<file path="src/rtl/signed_divider_pkg.sv">
// Shared types and constants for the sequential signed divider.
// The optional divide-by-zero shortcut is enabled by SIGNED_DIVIDER_DIV_ZERO_DETECT_EN.
package signed_divider_pkg;

  localparam int unsigned DEFAULT_WIDTH = 8;
  localparam int unsigned DEFAULT_CNT_W = $clog2(DEFAULT_WIDTH);

  typedef enum logic [1:0] {
    S_IDLE = 2'd0,
    S_RUN  = 2'd1,
    S_DONE = 2'd2
  } state_t;

endpackage

</file>
<file path="src/rtl/signed_divider_if.sv">
// Level-sensitive en/ready handshake and operand/result bus of the signed divider.
interface signed_divider_if
  import signed_divider_pkg::*;
#(
  parameter int unsigned WIDTH = DEFAULT_WIDTH
);

  logic             en;
  logic [WIDTH-1:0] A;
  logic [WIDTH-1:0] B;
  logic [WIDTH-1:0] Quotient;
  logic [WIDTH-1:0] Remainder;
  logic             ready;
  logic             div_by_zero;

  modport master (
    output en, A, B,
    input  Quotient, Remainder, ready, div_by_zero
  );

  modport slave (
    input  en, A, B,
    output Quotient, Remainder, ready, div_by_zero
  );

endinterface

</file>
<file path="src/rtl/signed_divider_div_step.sv">
// One restoring shift-subtract step on magnitudes: shift {rem,q} left, try rem - magB.
module restoring_div_step
  import signed_divider_pkg::*;
#(
  parameter int unsigned WIDTH = DEFAULT_WIDTH
) (
  input  logic [WIDTH-1:0] i_rem,
  input  logic [WIDTH-1:0] i_q,
  input  logic [WIDTH-1:0] i_magb,
  output logic [WIDTH-1:0] o_rem,
  output logic [WIDTH-1:0] o_q
);

  logic [WIDTH:0] w_rem_sh;
  logic [WIDTH:0] w_trial;

  // The restored remainder is always below magB, so WIDTH bits hold it between steps.
  assign w_rem_sh = {i_rem, i_q[WIDTH-1]};
  assign w_trial  = w_rem_sh - {1'b0, i_magb};
  assign o_rem    = w_trial[WIDTH] ? w_rem_sh[WIDTH-1:0] : w_trial[WIDTH-1:0];
  assign o_q      = {i_q[WIDTH-2:0], ~w_trial[WIDTH]};

endmodule

</file>
<file path="src/rtl/signed_divider.sv">
// Sequential truncating signed divider, one quotient bit per clock.
// SIGNED_DIVIDER_DIV_ZERO_DETECT_EN: B==0 completes in one edge with div_by_zero set.
module signed_divider
  import signed_divider_pkg::*;
#(
  parameter int unsigned WIDTH = DEFAULT_WIDTH
) (
  input logic            clk,
  input logic            reset,
  signed_divider_if.slave bus
);

  localparam int unsigned     CNT_W = $clog2(WIDTH);
  localparam logic [CNT_W-1:0] LAST = CNT_W'(WIDTH - 1);

  state_t           r_state, w_state_nxt;
  logic             r_sa, w_sa_nxt;
  logic             r_sb, w_sb_nxt;
  logic [WIDTH-1:0] r_magb, w_magb_nxt;
  logic [WIDTH-1:0] r_rem, w_rem_nxt;
  logic [WIDTH-1:0] r_q, w_q_nxt;
  logic [CNT_W-1:0] r_cnt, w_cnt_nxt;
  logic [WIDTH-1:0] r_quot, w_quot_nxt;
  logic [WIDTH-1:0] r_remout, w_remout_nxt;
  logic             r_ready, w_ready_nxt;
`ifdef SIGNED_DIVIDER_DIV_ZERO_DETECT_EN
  logic             r_dbz, w_dbz_nxt;
`endif

  logic [WIDTH-1:0] w_maga;
  logic [WIDTH-1:0] w_magb;
  logic [WIDTH-1:0] w_step_rem;
  logic [WIDTH-1:0] w_step_q;

  // |-2^(WIDTH-1)| wraps to itself, which is the correct unsigned magnitude.
  assign w_maga = bus.A[WIDTH-1] ? -bus.A : bus.A;
  assign w_magb = bus.B[WIDTH-1] ? -bus.B : bus.B;

  restoring_div_step #(.WIDTH(WIDTH)) u_step (
    .i_rem  (r_rem),
    .i_q    (r_q),
    .i_magb (r_magb),
    .o_rem  (w_step_rem),
    .o_q    (w_step_q)
  );

  always_comb begin
    w_state_nxt  = r_state;
    w_sa_nxt     = r_sa;
    w_sb_nxt     = r_sb;
    w_magb_nxt   = r_magb;
    w_rem_nxt    = r_rem;
    w_q_nxt      = r_q;
    w_cnt_nxt    = r_cnt;
    w_quot_nxt   = r_quot;
    w_remout_nxt = r_remout;
    w_ready_nxt  = r_ready;
`ifdef SIGNED_DIVIDER_DIV_ZERO_DETECT_EN
    w_dbz_nxt    = r_dbz;
`endif
    unique case (r_state)
      S_IDLE: begin
        w_ready_nxt = 1'b0;
`ifdef SIGNED_DIVIDER_DIV_ZERO_DETECT_EN
        w_dbz_nxt   = 1'b0;
`endif
        if (bus.en) begin
          w_sa_nxt    = bus.A[WIDTH-1];
          w_sb_nxt    = bus.B[WIDTH-1];
          w_magb_nxt  = w_magb;
          w_rem_nxt   = '0;
          w_q_nxt     = w_maga;
          w_cnt_nxt   = '0;
          w_state_nxt = S_RUN;
`ifdef SIGNED_DIVIDER_DIV_ZERO_DETECT_EN
          if (bus.B == '0) begin
            w_quot_nxt   = '0;
            w_remout_nxt = bus.A;
            w_dbz_nxt    = 1'b1;
            w_ready_nxt  = 1'b1;
            w_state_nxt  = S_DONE;
          end
`endif
        end
      end
      S_RUN: begin
        // Dropping en aborts; the partial result is discarded, outputs keep the old result.
        if (!bus.en) begin
          w_state_nxt = S_IDLE;
        end else begin
          w_rem_nxt = w_step_rem;
          w_q_nxt   = w_step_q;
          w_cnt_nxt = r_cnt + CNT_W'(1);
          if (r_cnt == LAST) begin
            w_quot_nxt   = (r_sa ^ r_sb) ? -w_step_q : w_step_q;
            w_remout_nxt = r_sa ? -w_step_rem : w_step_rem;
            w_ready_nxt  = 1'b1;
            w_state_nxt  = S_DONE;
          end
        end
      end
      S_DONE: begin
        if (!bus.en) begin
          w_ready_nxt = 1'b0;
`ifdef SIGNED_DIVIDER_DIV_ZERO_DETECT_EN
          w_dbz_nxt   = 1'b0;
`endif
          w_state_nxt = S_IDLE;
        end
      end
      default: w_state_nxt = S_IDLE;
    endcase
  end

  always_ff @(posedge clk or posedge reset) begin
    if (reset) begin
      r_state  <= S_IDLE;
      r_sa     <= 1'b0;
      r_sb     <= 1'b0;
      r_magb   <= '0;
      r_rem    <= '0;
      r_q      <= '0;
      r_cnt    <= '0;
      r_quot   <= '0;
      r_remout <= '0;
      r_ready  <= 1'b0;
`ifdef SIGNED_DIVIDER_DIV_ZERO_DETECT_EN
      r_dbz    <= 1'b0;
`endif
    end else begin
      r_state  <= w_state_nxt;
      r_sa     <= w_sa_nxt;
      r_sb     <= w_sb_nxt;
      r_magb   <= w_magb_nxt;
      r_rem    <= w_rem_nxt;
      r_q      <= w_q_nxt;
      r_cnt    <= w_cnt_nxt;
      r_quot   <= w_quot_nxt;
      r_remout <= w_remout_nxt;
      r_ready  <= w_ready_nxt;
`ifdef SIGNED_DIVIDER_DIV_ZERO_DETECT_EN
      r_dbz    <= w_dbz_nxt;
`endif
    end
  end

  assign bus.Quotient  = r_quot;
  assign bus.Remainder = r_remout;
  assign bus.ready     = r_ready;
`ifdef SIGNED_DIVIDER_DIV_ZERO_DETECT_EN
  assign bus.div_by_zero = r_dbz;
`else
  assign bus.div_by_zero = 1'b0;
`endif

endmodule

</file>
<file path="src/flat_wrapper.sv">
// flat-port wrapper written by rule: the top's interface ports become plain ports
module signed_divider_flat import signed_divider_pkg::*;
#(
  parameter int unsigned WIDTH = DEFAULT_WIDTH
)
  (clk, reset, bus_en, bus_A, bus_B, bus_Quotient, bus_Remainder, bus_ready, bus_div_by_zero);
  signed_divider_if #(.WIDTH(WIDTH)) bus_i ();
  input logic clk;
  input logic reset;
  input wire logic [$bits(bus_i.en)-1:0] bus_en;
  input wire logic [$bits(bus_i.A)-1:0] bus_A;
  input wire logic [$bits(bus_i.B)-1:0] bus_B;
  output wire logic [$bits(bus_i.Quotient)-1:0] bus_Quotient;
  output wire logic [$bits(bus_i.Remainder)-1:0] bus_Remainder;
  output wire logic [$bits(bus_i.ready)-1:0] bus_ready;
  output wire logic [$bits(bus_i.div_by_zero)-1:0] bus_div_by_zero;
  assign bus_i.en = bus_en;
  assign bus_i.A = bus_A;
  assign bus_i.B = bus_B;
  assign bus_Quotient = bus_i.Quotient;
  assign bus_Remainder = bus_i.Remainder;
  assign bus_ready = bus_i.ready;
  assign bus_div_by_zero = bus_i.div_by_zero;
  signed_divider #(.WIDTH(WIDTH)) u_core (.clk(clk), .reset(reset), .bus(bus_i));
endmodule
</file>
<file path="config.mk">
export PLATFORM = sky130hd
export DESIGN_NAME = signed_divider_flat
export DESIGN_NICKNAME = d
export VERILOG_FILES = /design/src/rtl/signed_divider_pkg.sv /design/src/rtl/signed_divider_if.sv /design/src/rtl/signed_divider_div_step.sv /design/src/rtl/signed_divider.sv /design/src/flat_wrapper.sv
export SDC_FILE = /design/constraint.sdc
export NUM_CORES = 1
export LEC_CHECK = 0
export BUFFER_PORTS_ARGS = -buffer_cell sky130_fd_sc_hd__buf_2
export CAP_MARGIN = 20
export CORE_MARGIN = 2
export CORE_UTILIZATION = 63
export DETAILED_ROUTE_END_ITERATION = 8
export GPL_ROUTABILITY_DRIVEN = 1
export PLACE_DENSITY = 0.86
export SYNTH_ARGS = -nofsm -noshare
export SYNTH_HDL_FRONTEND = slang
export SYNTH_SLANG_ARGS = --single-unit
</file>
<file path="constraint.sdc">
create_clock -name clk -period 8.5 [get_ports clk]
set_input_delay 1.7 -clock clk [delete_from_list [all_inputs] [get_ports clk]]
set_output_delay 1.7 -clock clk [all_outputs]
set_load 0.01 [all_outputs]
</file>
==> flow_metrics.tcl, run 1 <==
set metrics [dict create \
    r2r_slack_ns 4.99 \
    core.rowCount 24 \
    cts_resized 0 \
    clk_root_buffer_cell "clkbuf_8" \
    rsz0062_at_grt "no" \
    p_per_area_mw_per_mm2 258 \
    die_y_um 72.3 \
    drc 0 \
    die_area_mm2 0.00523 \
    routed_wl_um 5690 \
    syn_area_mm2 0.00294 \
    fin_crit_ns 3.59 \
    initial_utilization 0.667 \
    grt_first_pass_wirelength_um 10100 \
    ioPinCount 37 \
    vias 2350 \
    cts_hold_buf 0 \
    holdPathEnd "u_core.bus.Quotient[3]" \
    hold_viol 0 \
    r2r_cells 13 \
    worstMarginPinSlew_ns 1.00 \
    ys_seq_elements 48 \
    hold_path.class "reg2reg" \
    maxSlewHeadroom 0.330 \
    timing.rr.end "u_core.bus.Remainder[5]" \
    yosysTopAreaCell "dfrtp_1" \
    timing.final.crit_share 0.422 \
    clk_pin_slew_ns 0.09 \
    cts_sinks 48 \
    setup_slack_ns 4.91 \
    timing.rr.start "u_core.r_q[7]" \
    gp_congestion 0.953 \
    cts_tree "yes" \
    cts_inserted_buffers 5 \
    setup_violations 0 \
    wl_per_cell_um 13.7 \
    vias_per_cell 5.66 \
    coreArea_mm2 0.00441 \
    insertedDiodeCount 0 \
    first_pass_iters 4 \
    synth_cell_types 44 \
    antenna_found_initial 0 \
    clockBufferDepth 2 \
    p_leak_uw 0.00161 \
    htree_levels 2 \
    yosys-top-cells-area "dfrtp_1, o21ai_0, ha_1, nand2_1, xnor2_1" \
    seq_area_frac_synth 0.408 \
    end_kind "flip-flop" \
    synthArstFlopShare 1.00 \
    worst_skew_pair.late_latency_ns 0.31 \
    fin_setup_tns_ns 0 \
    avgSynthCellArea_um2 8.86 \
    hp-start "u_core.bus.Quotient[3]" \
    ant_nets 0 \
    synth-warning-count 0 \
    grt_max_degree 49 \
    post-cts-setup-buffers 0 \
    cap_viol_max_count 0 \
    hold_depth 2 \
    synth_edf_count 0 \
    synth.net_count 366 \
    grtUsageTotal 0.247 \
    ir_worst_vdd_mv 0.152 \
    status "finished, final reports clean" \
    numPortBuffers 35 \
    syn_inst 332 \
    grt-ovfl-total 0 \
    drtIter0Drc 149 \
    crit_arrival_ns 3.77 \
    ys.flop_type "dfrtp_1" \
    clock_skew_ns 0.0112 \
    pre_cts_slack_ns 4.55 \
    nNetsFinal 396 \
    maxSlewViolCount 0 \
    cp-start-kind "primary input" \
    worstPathRequired_ns 8.69 \
    worstPathMaxFanout 31 \
    grt_pass1_vias 2269 \
    die_width_um 72.3 \
    yosys.area.top_type_share 0.408 \
    area_delta_synth_final_pct 11.1 \
    hpwl_um 4310 \
    clock.fmax_ghz 0.279 \
    drive_above_1_share 0.163 \
    critical_path_class "in2reg" \
]
-- cell usage in the layout (no fill, tap or decap), drive strengths merged, types with 10 or more instances in the layout --
master | Yosys | layout
nand2 | 46 | 46
nand3 | 10 | 10
buf | 4 | 38
o21ai | 38 | 38
nor2 | 33 | 33
a21oi | 22 | 22
ha | 14 | 14
xor2 | 14 | 14
xnor2 | 16 | 16
inv | 20 | 20
dfrtp | 48 | 48
-- through the flow --
| stage | utilization | hold slack (ns) | power (µW) | instance area (µm²) | instances |
|---|---|---|---|---|---|
| final | 0.741 | 0.478 | 842 | 3270 | 415 |
| after global routing | 0.741 | 0.512 | 909 | 3270 | 415 |
| after CTS | 0.733 | 0.485 | 836 | 3230 | 413 |
| after detailed placement | 0.707 | 0.464 | 672 | 3120 | 405 |
| after global placement | 0.707 | 0.457 | 656 | 3120 | 405 |
| after floorplan | - | 0.454 | 600 | 2940 | 332 |
-- report_power, final --
| group | switching [µW] | internal, µW |
|---|---|---|
| Sequential | 37.0 | 258 |
| Combinational | 216 | 170 |
| Clock | 74.7 | 87.0 |
-- flip-flops by register name, indices dropped and copies added, names as in the netlist --
register / count
u_core.bus.Remainder: 8
u_core.bus.ready: 1
u_core.r_sa: 1
u_core.r_cnt: 3
u_core.r_state: 2
u_core.r_magb: 8
u_core.r_q: 8
u_core.r_rem: 8
u_core.bus.Quotient: 8
u_core.r_sb: 1
-- cell families after synthesis --
logic type	after synthesis	share of synthesized area
AND/OR/NAND/NOR	109	0.165
AO/OA/AOI/OAI	81	0.173
flip-flops	48	0.408
buffers and inverters	35	0.0485
XOR/XNOR	30	0.0918
adder cells (fa/ha/maj)	15	0.0663
multiplexers	13	0.0459
other	1	0.00127
-- how the worst max path moves through the flow --
stage	start	to	depth (start not counted)
finish	bus_en	u_core.r_magb[0]	4
global route	u_core.r_q[7]	u_core.bus.Remainder[6]	14
CTS	u_core.r_q[7]	u_core.bus.Remainder[4]	13
detailed placement	bus_en	u_core.r_magb[0]	4
global placement	bus_en	u_core.r_sb	4
floorplan	u_core.r_q[7]	u_core.bus.Remainder[6]	16
-- critical path: stages --
cell	delay [ns]
buf_2	0.13
nand2_1	0.52
nor2_1	0.99
mux2_2	0.42
-- metal layers --
layer	vias up	track usage	wire [µm]
met2	60	0.425	2730
met4	0	0.0650	80
met5	-	0	0
met1	1094	0.316	2650
li1	1189	-	-
met3	7	0.0528	227
-- cell type report --
| type | instances | area [µm²] |
|---|---|---|
| clock buffer | 5 | 68.8 |
| clock inverter | 3 | 42.5 |
| fill | 336 | 1140 |
| inverter | 20 | 75.1 |
| multi-input combinational | 249 | 1600 |
| sequential | 48 | 1200 |
| tap | 52 | 65.1 |
| timing repair buffer | 38 | 218 |
-- cell usage after synthesis, drive strengths merged (2+ instances only) --
master,number
o311ai,3
dfrtp,48
a21oi,22
or3,4
nor2,33
nor3,2
nand3,10
a211oi,3
a21o,2
ha,14
xnor2,16
o31ai,3
mux2i,9
o21ai,38
clkbuf,11
inv,20
buf,4
xor2,14
o22ai,4
nand2b,5
mux2,4
nand2,46
nor3b,2
Note: power is estimated with default switching activity, not from simulation.
==> run 2, diff against run 1 <==
--- a/config.mk
+++ b/config.mk
@@ -8,10 +8,10 @@
 export BUFFER_PORTS_ARGS = -buffer_cell sky130_fd_sc_hd__buf_2
 export CAP_MARGIN = 20
 export CORE_MARGIN = 2
-export CORE_UTILIZATION = 63
+export CORE_UTILIZATION = 52
 export DETAILED_ROUTE_END_ITERATION = 8
 export GPL_ROUTABILITY_DRIVEN = 1
-export PLACE_DENSITY = 0.86
+export PLACE_DENSITY = 0.76
 export SYNTH_ARGS = -nofsm -noshare
 export SYNTH_HDL_FRONTEND = slang
 export SYNTH_SLANG_ARGS = --single-unit
==> constraint.sdc (replaced) <==
create_clock -name clk -period 3 [get_ports clk]
set_input_delay 0.6 -clock clk [delete_from_list [all_inputs] [get_ports clk]]
set_output_delay 0.6 -clock clk [all_outputs]
set_load 0.01 [all_outputs]
==> flow_metrics.tcl, run 2 (same netlist as run 1, synthesis figures left out) <==
set metrics [dict create \
    die_area_mm2 0.00628 \
    clk_root_buffer_cell "clkbuf_8" \
    end_kind "flip-flop" \
    drt-met1-wl_um 2910 \
    coreArea_mm2 0.00547 \
    grtUsageTotal 0.207 \
    antenna_found_initial 0 \
    hold_path.class "in2async" \
    timing.final.crit_share 0.997 \
    cts_hold_buf 0 \
    critical_path_class "reg2reg" \
    status "finished, final reports clean" \
    mostFrequentLayoutCell "dfrtp_1" \
    clock.fmax_ghz 0.334 \
    drive_above_1_share 0.251 \
    fin_area_mm2 0.00357 \
    p_per_area_mw_per_mm2 777 \
    clk_pin_slew_ns 0.09 \
    initial_utilization 0.538 \
    ant_nets 0 \
    hold_viol 0 \
    ioPinCount 37 \
    rsz0062_at_grt "yes" \
    cp-start-kind "flip-flop" \
    clockBufferDepth 2 \
    numPortBuffers 35 \
    core.rowCount 27 \
    drtIter0Drc 102 \
    nNetsFinal 415 \
    crit_arrival_ns 3.19 \
    cts_inserted_buffers 5 \
    drc 0 \
    grt-ovfl-total 0 \
    grt_max_degree 49 \
    vias_per_cell 5.38 \
    worstPathMaxFanout 7 \
    grt_pass1_vias 2181 \
    ir_worst_vdd_mv 0.347 \
    dp_cells 442 \
    insertedDiodeCount 0 \
    vias 2441 \
    die_y_um 79.2 \
    met3_length_um 252 \
    p_leak_uw 0.00169 \
    maxSlewHeadroom 0.573 \
    wl_per_cell_um 13.7 \
    first_pass_iters 4 \
    fin_cells 454 \
    layout_common_cells "dfrtp_1, nand2_1, buf_2" \
    cts_tree "yes" \
    cts_sinks 48 \
    wl_met2_um 2920 \
    placed_area_mm2 0.00329 \
    clock_skew_ns 0.0120 \
    route.top_layer_used "met4" \
    area_delta_synth_final_pct 21.2 \
    grt_first_pass_wirelength_um 10200 \
    worst_skew_pair.late_latency_ns 0.31 \
    setup_violations 0 \
    fin_crit_ns 2.99 \
    worstMarginPinSlew_ns 0.639 \
    cap_viol_max_count 0 \
    worstPathRequired_ns 3.19 \
    htree_levels 2 \
    maxSlewViolCount 0 \
    gp_congestion 0.924 \
    hpwl_um 4530 \
    routed_wl_um 6220 \
    die_width_um 79.2 \
]
==> run 2: cell type report <==
cell class / instances / area (µm²)
fillers: 446 / 1910
multi-input cells: 249 / 1720
flip-flops and latches: 48 / 1200
repair buffers: 57 / 364
well taps: 72 / 90.1
inverters: 20 / 75.1
clock buffers: 5 / 68.8
clock inverters: 3 / 42.5
==> run 2: worst paths after layout <==
path                                               from                      end  slack, ns  cells after the start
worst min register to register  u_core.bus.Remainder[2]  u_core.bus.Remainder[2]       0.48                      2
max in group asynchronous                         reset          u_core.r_rem[4]       2.38                      3
worst max-delay path                      u_core.r_q[7]  u_core.bus.Remainder[7]      0.008                     12
worst max register to register            u_core.r_q[7]  u_core.bus.Remainder[7]      0.008                     12
min in group clk                u_core.bus.Remainder[2]  u_core.bus.Remainder[2]       0.48                      2
worst min-delay path                              reset   u_core.bus.Quotient[6]       0.17                      2
==> run 2: power breakdown <==
group | total (µW) | leakage (µW) | switching, µW | internal [µW]
logic | 1460 | 0.00101 | 756 | 707
clock network | 471 | 0.0000541 | 224 | 247
registers | 836 | 0.000628 | 106 | 729
==> run 2: what timing repair did <==
| action | 4_1_cts | 5_1_grt |
|---|---|---|
| gates resized for setup | 3 | 27 |
| buffers inserted | 1 | 2 |
| endpoints found under the setup margin | 9 | 14 |
| gates cloned | 0 | 0 |
| pin swaps | 5 | 6 |
==> run 2: metal layers <==
layer | GRT usage | vias to the layer above
met5 | 0 | -
met4 | 0.0793 | 0
met3 | 0.0432 | 11
met2 | 0.324 | 57
met1 | 0.281 | 1149
li1 | - | 1224
==> run 2: stage by stage <==
stage,power (µW),hold slack [ns],util,setup TNS [ns],setup WS (ns)
final,2770,0.167,0.652,0,0.00774
after global routing,2960,0.175,0.652,-0.905,-0.128
after CTS,2570,0.485,0.626,0,0.000258
after detailed placement,2070,0.466,0.600,-0.744,-0.140
after global placement,2030,0.456,0.600,-0.0835,-0.0213
after floorplan,1720,0.454,-,-0.0192,-0.0192
==> run 2: critical path, stage by stage, from the launching register on <==
cell      delay (ns)
dfrtp_1         0.39
inv_2           0.08
ha_4            0.14
inv_2           0.03
fa_2            0.35
a21oi_2         0.15
o22ai_2         0.10
o41a_4          0.39
xnor2_4         0.20
or4b_4          0.58
o311ai_4        0.23
xnor2_1         0.15
o21ai_1         0.07
